`src/rtl/hrfp_round_pipe.sv`:
```
// HRFP_16 rounding stage, latency STAGES (1 or 2); define HRFP_ROUND_MODES_EN to decode RTZ/RUP/RDN from in_rm.
// The pipe advances as a whole when the output register is empty or out_ready=1; a stalled output holds its value.
module hrfp_round_pipe #(
  parameter int EXPBITS   = 8,
  parameter int PRECISION = 24,
  parameter int MANTBITS  = PRECISION + 3,
  parameter int STAGES    = 1
) (
  input  logic                clk,
  input  logic                rst,
  input  logic                in_valid,
  output logic                in_ready,
  input  logic                in_sign,
  input  logic [EXPBITS-1:0]  in_exp,
  input  logic [MANTBITS+1:0] in_mant,
  input  logic                in_sticky,
  input  logic                in_zero,
  input  logic [1:0]          in_rm,
  output logic                out_valid,
  input  logic                out_ready,
  output logic                out_sign,
  output logic [EXPBITS-1:0]  out_exp,
  output logic [MANTBITS-1:0] out_mant,
  output logic                out_inexact,
  output logic                out_overflow
);

  localparam int TOP_DIGIT_LSB = PRECISION - 1;

  logic advance;

  logic [MANTBITS-1:0] f_m;
  logic [MANTBITS-1:0] f_masked;
  logic [1:0]          f_k;
  logic                f_lsb, f_r, f_s, f_inc, f_inexact;

  always_comb begin
    f_m   = in_mant[MANTBITS+1:2];
    f_k   = 2'd0;
    f_lsb = in_mant[2];
    f_r   = in_mant[1];
    f_s   = in_mant[0];
    // Keep width follows the leading one in the top hex digit.
    if (f_m[MANTBITS-1]) begin
      f_k   = 2'd3;
      f_lsb = in_mant[5];
      f_r   = in_mant[4];
      f_s   = |in_mant[3:0];
    end else if (f_m[MANTBITS-2]) begin
      f_k   = 2'd2;
      f_lsb = in_mant[4];
      f_r   = in_mant[3];
      f_s   = |in_mant[2:0];
    end else if (f_m[MANTBITS-3]) begin
      f_k   = 2'd1;
      f_lsb = in_mant[3];
      f_r   = in_mant[2];
      f_s   = |in_mant[1:0];
    end
    f_s       = f_s | in_sticky;
    f_masked  = f_m & ({MANTBITS{1'b1}} << f_k);
    f_inexact = f_r | f_s;
`ifdef HRFP_ROUND_MODES_EN
    case (in_rm)
      2'b00:   f_inc = f_r & (f_s | f_lsb);
      2'b01:   f_inc = 1'b0;
      2'b10:   f_inc = !in_sign & (f_r | f_s);
      default: f_inc = in_sign & (f_r | f_s);
    endcase
`else
    f_inc = f_r & (f_s | f_lsb);
`endif
  end

`ifndef HRFP_ROUND_MODES_EN
  logic unused_rm;
  assign unused_rm = ^in_rm;
`endif

  logic                a_vld_q, a_vld_d;
  logic                a_sign_q, a_sign_d;
  logic [EXPBITS-1:0]  a_exp_q, a_exp_d;
  logic                a_zero_q, a_zero_d;
  logic [1:0]          a_k_q, a_k_d;
  logic [MANTBITS-1:0] a_masked_q, a_masked_d;
  logic                a_inc_q, a_inc_d;
  logic                a_inexact_q, a_inexact_d;

  always_comb begin
    a_vld_d     = a_vld_q;
    a_sign_d    = a_sign_q;
    a_exp_d     = a_exp_q;
    a_zero_d    = a_zero_q;
    a_k_d       = a_k_q;
    a_masked_d  = a_masked_q;
    a_inc_d     = a_inc_q;
    a_inexact_d = a_inexact_q;
    if (advance) begin
      a_vld_d = in_valid;
      if (in_valid) begin
        a_sign_d    = in_sign;
        a_exp_d     = in_exp;
        a_zero_d    = in_zero;
        a_k_d       = f_k;
        a_masked_d  = f_masked;
        a_inc_d     = f_inc;
        a_inexact_d = f_inexact;
      end
    end
  end

  logic                b_vld, b_sign, b_zero, b_inc, b_inexact;
  logic [EXPBITS-1:0]  b_exp;
  logic [1:0]          b_k;
  logic [MANTBITS-1:0] b_masked;

  // With one stage the add consumes the decode directly; stage A registers are then dead.
  always_comb begin
    b_vld     = (STAGES == 2) ? a_vld_q     : in_valid;
    b_sign    = (STAGES == 2) ? a_sign_q    : in_sign;
    b_exp     = (STAGES == 2) ? a_exp_q     : in_exp;
    b_zero    = (STAGES == 2) ? a_zero_q    : in_zero;
    b_k       = (STAGES == 2) ? a_k_q       : f_k;
    b_masked  = (STAGES == 2) ? a_masked_q  : f_masked;
    b_inc     = (STAGES == 2) ? a_inc_q     : f_inc;
    b_inexact = (STAGES == 2) ? a_inexact_q : f_inexact;
  end

  logic [MANTBITS:0]   r_sum;
  logic                r_sign, r_inexact, r_overflow;
  logic [EXPBITS-1:0]  r_exp;
  logic [MANTBITS-1:0] r_mant;

  always_comb begin
    r_sum      = {1'b0, b_masked} + ({{MANTBITS{1'b0}}, b_inc} << b_k);
    r_sign     = b_sign;
    r_exp      = b_exp;
    r_mant     = r_sum[MANTBITS-1:0];
    r_inexact  = b_inexact;
    r_overflow = 1'b0;
    if (b_zero) begin
      r_exp     = '0;
      r_mant    = '0;
      r_inexact = 1'b0;
    end else if (r_sum[MANTBITS]) begin
      if (&b_exp) begin
        r_mant     = '0;
        r_overflow = 1'b1;
      end else begin
        r_exp  = b_exp + {{(EXPBITS-1){1'b0}}, 1'b1};
        r_mant = {{(MANTBITS-1){1'b0}}, 1'b1} << TOP_DIGIT_LSB;
      end
    end
  end

  logic                o_vld_q, o_vld_d;
  logic                o_sign_q, o_sign_d;
  logic [EXPBITS-1:0]  o_exp_q, o_exp_d;
  logic [MANTBITS-1:0] o_mant_q, o_mant_d;
  logic                o_inexact_q, o_inexact_d;
  logic                o_overflow_q, o_overflow_d;

  assign advance = !o_vld_q || out_ready;

  always_comb begin
    o_vld_d      = o_vld_q;
    o_sign_d     = o_sign_q;
    o_exp_d      = o_exp_q;
    o_mant_d     = o_mant_q;
    o_inexact_d  = o_inexact_q;
    o_overflow_d = o_overflow_q;
    if (advance) begin
      o_vld_d = b_vld;
      if (b_vld) begin
        o_sign_d     = r_sign;
        o_exp_d      = r_exp;
        o_mant_d     = r_mant;
        o_inexact_d  = r_inexact;
        o_overflow_d = r_overflow;
      end
    end
  end

  always_ff @(posedge clk) begin
    if (rst) begin
      a_vld_q      <= 1'b0;
      a_sign_q     <= 1'b0;
      a_exp_q      <= '0;
      a_zero_q     <= 1'b0;
      a_k_q        <= '0;
      a_masked_q   <= '0;
      a_inc_q      <= 1'b0;
      a_inexact_q  <= 1'b0;
      o_vld_q      <= 1'b0;
      o_sign_q     <= 1'b0;
      o_exp_q      <= '0;
      o_mant_q     <= '0;
      o_inexact_q  <= 1'b0;
      o_overflow_q <= 1'b0;
    end else begin
      a_vld_q      <= a_vld_d;
      a_sign_q     <= a_sign_d;
      a_exp_q      <= a_exp_d;
      a_zero_q     <= a_zero_d;
      a_k_q        <= a_k_d;
      a_masked_q   <= a_masked_d;
      a_inc_q      <= a_inc_d;
      a_inexact_q  <= a_inexact_d;
      o_vld_q      <= o_vld_d;
      o_sign_q     <= o_sign_d;
      o_exp_q      <= o_exp_d;
      o_mant_q     <= o_mant_d;
      o_inexact_q  <= o_inexact_d;
      o_overflow_q <= o_overflow_d;
    end
  end

  assign in_ready     = advance;
  assign out_valid    = o_vld_q;
  assign out_sign     = o_sign_q;
  assign out_exp      = o_exp_q;
  assign out_mant     = o_mant_q;
  assign out_inexact  = o_inexact_q;
  assign out_overflow = o_overflow_q;

endmodule

```
`config.mk`:
```
export PLATFORM = sky130hd
export DESIGN_NAME = hrfp_round_pipe
export DESIGN_NICKNAME = d
export VERILOG_FILES = /design/src/rtl/hrfp_round_pipe.sv
export SDC_FILE = /design/constraint.sdc
export NUM_CORES = 1
export LEC_CHECK = 0
export BUFFER_PORTS_ARGS = -buffer_cell sky130_fd_sc_hd__buf_2
export CAP_MARGIN = 20
export CORE_ASPECT_RATIO = 1.25
export CORE_MARGIN = 3
export CORE_UTILIZATION = 53
export DETAILED_ROUTE_END_ITERATION = 10
export GPL_TIMING_DRIVEN = 0
export HOLD_SLACK_MARGIN = 0.15
export PLACE_DENSITY_LB_ADDON = 0.08
export SYNTH_ARGS = -nofsm -noshare
export SYNTH_HDL_FRONTEND = slang
export SYNTH_SLANG_ARGS = --single-unit
export TNS_END_PERCENT = 1
```
`constraint.sdc`:
```
create_clock -name clk -period 4.9 [get_ports clk]
set_clock_uncertainty 0.1 [all_clocks]
set_input_delay 0.49 -clock clk [delete_from_list [all_inputs] [get_ports clk]]
set_output_delay 0.49 -clock clk [all_outputs]
set_load 0.01 [all_outputs]
```
# After elaboration in Yosys (flattened, before gate mapping)
# Cells that the tools add are included.
# op_classes
n_addsub	2
shift	2
n_mux	22
bitwise	5
n_reduce_logical	7
# ops
cell	n
27-bit 2-to-1 mux	2
27-bit by 28-bit adder with 28-bit output	1
1-bit by 2-bit left shift with 28-bit output	1
27-bit AND	1
27-bit by 2-bit left shift with 27-bit output, first input constant	1
24-bit 2-to-1 mux	1
8-bit 2-to-1 mux	3
1-bit 2-to-1 mux	14
8-bit by 1-bit adder with 8-bit output, second input constant	1
8-bit AND reduction	1
2-bit 2-to-1 mux	2
4-bit OR reduction	1
1-bit OR	3
3-bit OR reduction	1
2-bit AND reduction	1
2-bit OR reduction	1
1-bit AND	1
1-bit zero test	1
1-bit logical OR	1
# word_totals
regBits	39
inputBits	46
out_inout_bits	40
elab_cells	44

# Longest topological paths before layout
# depth
word_depth	11
ltp_mapped	15

# Least setup slack after synthesis
# Ideal clock, no wire load.
# synth_path
kind	input to register
start	input port in_mant[26]
end	register o_exp_q[5], in the netlist out_exp[5]
setup_time_ps	122
arrival_time_ps	2954
t_required_ps	4678
slack_ps	1724
stages	10
path_buffers	1
path_cell_list	buf_4 > a2111oi_0 > a21oi_1 > and3_1 > ha_1 > nand3_1 > o22ai_4 > nand4_4 > o311a_1 > a221o_1
# synth_via
elab_chain_len	10
# synth_lines
element	line	source
from (decl)	15	input logic [MANTBITS+1:0] in_mant,
1-bit 2-to-1 mux	54	end else if (f_m[MANTBITS-3]) begin
1-bit 2-to-1 mux	49	end else if (f_m[MANTBITS-2]) begin
1-bit 2-to-1 mux	44	if (f_m[MANTBITS-1]) begin
1-bit OR	60	f_s = f_s | in_sticky;
1-bit OR	71	f_inc = f_r & (f_s | f_lsb);
1-bit AND	71	
1-bit by 2-bit left shift with 28-bit output	135	r_sum = {1'b0, b_masked} + ({{MANTBITS{1'b0}}, b_inc} << b_k);
27-bit by 28-bit adder with 28-bit output *	135	
8-bit 2-to-1 mux *	145	end else if (r_sum[MANTBITS]) begin
8-bit 2-to-1 mux *	141	if (b_zero) begin
to (signal assigned)	211	o_exp_q <= o_exp_d;
to (decl)	158	logic [EXPBITS-1:0] o_exp_q, o_exp_d;
# Every way passes the cells marked *; elsewhere a longest branch is shown, timed or not.
# A chain may end at the register's enable or synchronous reset.

# Worst setup path in the final report
# layout_path
start	input port in_mant[28]
end	register o_mant_q[9], in the netlist out_mant[9]
# layout_via
elab_chain_len	8
# layout_lines
element	line	source
1-bit 2-to-1 mux	44	
1-bit OR	60	
1-bit OR	71	
1-bit AND	71	
1-bit by 2-bit left shift with 28-bit output	135	
27-bit by 28-bit adder with 28-bit output *	135	
27-bit 2-to-1 mux *	145	
27-bit 2-to-1 mux *	141	
to (signal assigned)	212	o_mant_q <= o_mant_d;
to (decl)	159	logic [MANTBITS-1:0] o_mant_q, o_mant_d;
# Marks and branches as above.

==> impl_metrics.sql <==
INSERT INTO impl_metrics (metric_group, metric, value, unit) VALUES
('worst_setup_path', 'timing.critical_path.from_type', 'primary input', ''),
('yosys', 'synth_cell_types', '48', ''),
('worst_setup_path', 'worst-path-max-fanout', '10', ''),
('timing', 'report.final.hold_viol_count', '0', ''),
('cells_and_area', 'fill_cells', '347', ''),
('pwr', 'max-vdd-ir-drop', '0.000156', 'V'),
('floorplanning', 'horizontal_extent_of_the_die', '64.2', 'um'),
('cells_and_area', 'fin_nets', '417', ''),
('timing', 'rsz_0062_raised_after_global_routing', 'no', ''),
('timing', 'hold_slack', '0.307', 'ns'),
('floorplanning', 'placement_rows', '25', ''),
('grt', 'grt.met2_usage', '43.8', '%'),
('worst_setup_path', 'cp.arrival', '3.71', 'ns'),
('cts', 'tritoncts', 'built', ''),
('floorplanning', 'start_util', '57.0', '%'),
('yosys', 'post_synth.cell_area_avg', '8.16', 'um2'),
('timing', 'setup_total_negative_slack', '0', 'ns'),
('cts', 'cts-root-to-sink-buffers', '2', ''),
('timing', 'setup_viol_count_final', '0', ''),
('timing', 'slew_violations', '0', ''),
('routing', 'routedWlPerCell', '13.8', 'um'),
('yosys', 'async_reset_ff_share', '0', '%'),
('cts', 'cts-hold-fix-buffers', '0', ''),
('routing', 'first_iter_violations', '126', ''),
('routing', 'drt_pass1_iterations', '4', ''),
('cts', 'ctsResizeCount', '0', ''),
('status', 'run_status', 'complete, no violations', ''),
('floorplanning', 'coreArea', '3940', 'um2'),
('placement', 'hpwl', '4530', 'um'),
('yosys', 'yosys_most_used_dff', 'sky130_fd_sc_hd__dfxtp_1', ''),
('worst_setup_path', 'critical_path.slowest_cell', 'sky130_fd_sc_hd__a2111oi_0', ''),
('routing', 'detail_route.wirelength', '5780', 'um'),
('grt', 'groute.layer.met3.usage', '3.96', '%'),
('worst_setup_path', 'criticalPathCategory', 'primary input to register', ''),
('grt', 'grtUsageMet1', '26.4', '%'),
('cts', 'cts_sinks', '39', ''),
('routing', 'avgViaCountPerCell', '5.62', ''),
('grt', 'grt_pass1_wl', '9530', 'um'),
('yosys', 'synth.yosys.seq_area_share', '34.8', '%'),
('grt', 'grt.total_usage', '23.4', '%'),
('yosys', 'ys_seq_elements', '39', ''),
('cells_and_area', 'layout-area-overhead-vs-synth', '26.8', '%'),
('cells_and_area', 'commonest_cells_after_routing_fill_and_taps_aside', 'sky130_fd_sc_hd__buf_2 (85), sky130_fd_sc_hd__nand2_1 (44), sky130_fd_sc_hd__dfxtp_1 (39), sky130_fd_sc_hd__o21ai_0 (29)', ''),
('cts', 'cts_buffers', '5', ''),
('worst_setup_path', 'crit_path_cell_trace', 'buf_2 -> inv_1 -> a21oi_1 -> a2111oi_0 -> a21oi_1 -> and2_1 -> ha_1 -> nand3_1 -> o22ai_4 -> nand4_4 -> o21ai_2 -> clkbuf_2 -> o21ai_0', ''),
('hold_path', 'worst_hold_path.endpoint', 'out_valid', ''),
('routing', 'ant_nets', '0', ''),
('yosys', 'synthesis.nets', '327', ''),
('worst_setup_path', 'critical_path.reg2reg.startpoint', 'out_valid', ''),
('floorplanning', 'die_h', '78.8', 'um'),
('yosys', 'netlist_instances', '275', ''),
('timing', 'tightestPinTransition', '0.887', 'ns'),
('cts', 'cts.repair_timing.setup_buffer_count', '0', ''),
('worst_setup_path', 'reg2reg_setup_slack', '2.88', 'ns'),
('routing', 'via_count', '2359', ''),
('cts', 'clock_latency', '0.29', 'ns'),
('cells_and_area', 'layout-drive-gt1-share', '28.1', '%'),
('hold_path', 'timing.hold.worst.start', 'rst', ''),
('timing', 'slew-limit-headroom', '40.8', '%'),
('placement', 'detailed_place.area', '2730', 'um2'),
('worst_setup_path', 'worstSetupEndpointType', 'register', ''),
('cts', 'clk_pin_slew', '0.08', 'ns'),
('yosys', 'synth_edf_count', '0', ''),
('run', 'drv.max_cap_violation_count', '0', ''),
('placement', 'place.gp.congestion', '0.917', ''),
('worst_setup_path', 'worst_r2r_path_depth', '5', ''),
('routing', 'route.detailed.drc', '0', ''),
('worst_setup_path', 'critical_path.n_buffers_inverters', '3', ''),
('timing', 'fin_crit_sh', '74.1', '%'),
('grt', 'number_of_global_route_vias_before_repair', '2264', ''),
('grt', 'grt_start_max_net_pins', '13', '');
==> metrics by stage <==
step	worst slack [ns]	power (uW)	util (%)
floorplan	1.72	404	-
global placement	1.04	458	69.2
detailed placement	0.908	461	69.2
CTS	1.24	738	72.2
global route	0.856	765	72.2
finish	1.27	732	72.2
==> how the worst max path moves through the flow <==
stage / start / end / slack (ns)
after CTS: in_mant[28] / out_mant[9] / 1.24
after detailed placement: in_mant[28] / out_mant[9] / 0.91
after global routing: in_mant[28] / out_mant[9] / 0.86
after floorplan: in_mant[26] / out_exp[5] / 1.72
after global placement: in_mant[28] / out_mant[11] / 1.04
final: in_mant[28] / out_mant[9] / 1.27
==> power breakdown <==
part           leakage (uW)  switching [uW]  internal, uW
Sequential         0.000318            6.26           330
Clock             0.0000612             114           165
Combinational      0.000843            69.3          47.8
==> routing by layer <==
metal  part of all wire (%)  up-vias
met5                      0        -
met4                    1.6        0
met3                    6.3       11
met2                     51       87
met1                     42     1067
li1                       -     1194
==> cell usage after synthesis (2+ instances only) <==
| master | n | area [um2] |
|---|---|---|
| sky130_fd_sc_hd__a21oi_1 | 9 | 45.0 |
| sky130_fd_sc_hd__nand2_1 | 44 | 165 |
| sky130_fd_sc_hd__ha_1 | 5 | 62.6 |
| sky130_fd_sc_hd__xnor2_1 | 5 | 43.8 |
| sky130_fd_sc_hd__clkbuf_2 | 2 | 10.0 |
| sky130_fd_sc_hd__nor2_1 | 10 | 37.5 |
| sky130_fd_sc_hd__o311a_1 | 3 | 30.0 |
| sky130_fd_sc_hd__and3_1 | 4 | 25.0 |
| sky130_fd_sc_hd__xor2_1 | 17 | 149 |
| sky130_fd_sc_hd__a221o_1 | 3 | 30.0 |
| sky130_fd_sc_hd__dfxtp_1 | 39 | 781 |
| sky130_fd_sc_hd__o31ai_1 | 2 | 15.0 |
| sky130_fd_sc_hd__o21ai_0 | 29 | 145 |
| sky130_fd_sc_hd__nor3_1 | 8 | 40.0 |
| sky130_fd_sc_hd__nand3_1 | 16 | 80.1 |
| sky130_fd_sc_hd__and4_4 | 3 | 33.8 |
| sky130_fd_sc_hd__nand4_1 | 17 | 106 |
| sky130_fd_sc_hd__and2_1 | 4 | 25.0 |
| sky130_fd_sc_hd__and4_1 | 3 | 26.3 |
| sky130_fd_sc_hd__nor2b_1 | 2 | 12.5 |
| sky130_fd_sc_hd__o211ai_1 | 5 | 37.5 |
| sky130_fd_sc_hd__clkbuf_1 | 7 | 26.3 |
| sky130_fd_sc_hd__nand2b_1 | 3 | 18.8 |
| sky130_fd_sc_hd__inv_1 | 6 | 22.5 |
| sky130_fd_sc_hd__mux2i_1 | 3 | 30.0 |
| sky130_fd_sc_hd__buf_2 | 2 | 10.0 |
| sky130_fd_sc_hd__or4_1 | 3 | 22.5 |
==> kinds of logic after synthesis <==
logic type               Yosys count  share of synthesized area [%]
buffers and inverters             18                           3.40
XOR/XNOR                          22                           8.58
multiplexers                       3                           1.34
flip-flops                        39                           34.8
AO/OA/AOI/OAI                     63                           18.6
adder cells (fa/ha/maj)            6                           3.68
AND/OR/NAND/NOR                  124                           29.7
==> state kept, by name, summed over array words and instances (netlist names) <==
signal and cells:
out_overflow 1, out_mant 27, out_inexact 1, out_exp 8, out_valid 1, out_sign 1
==> area by class of cell <==
cell class                      count  area, um2  area share (%)
Clock buffer                        6       82.6            2.90
Clock inverter                      2       35.0            1.23
Timing Repair Buffer               83        415            14.6
Buffer                             12       53.8            1.89
Tap cell                           54       67.6            2.37
Multi-Input combinational cell    218       1390            48.8
Inverter                            6       22.5           0.792
Sequential cell                    39        781            27.4
Note: power is estimated with default switching activity, not from simulation.
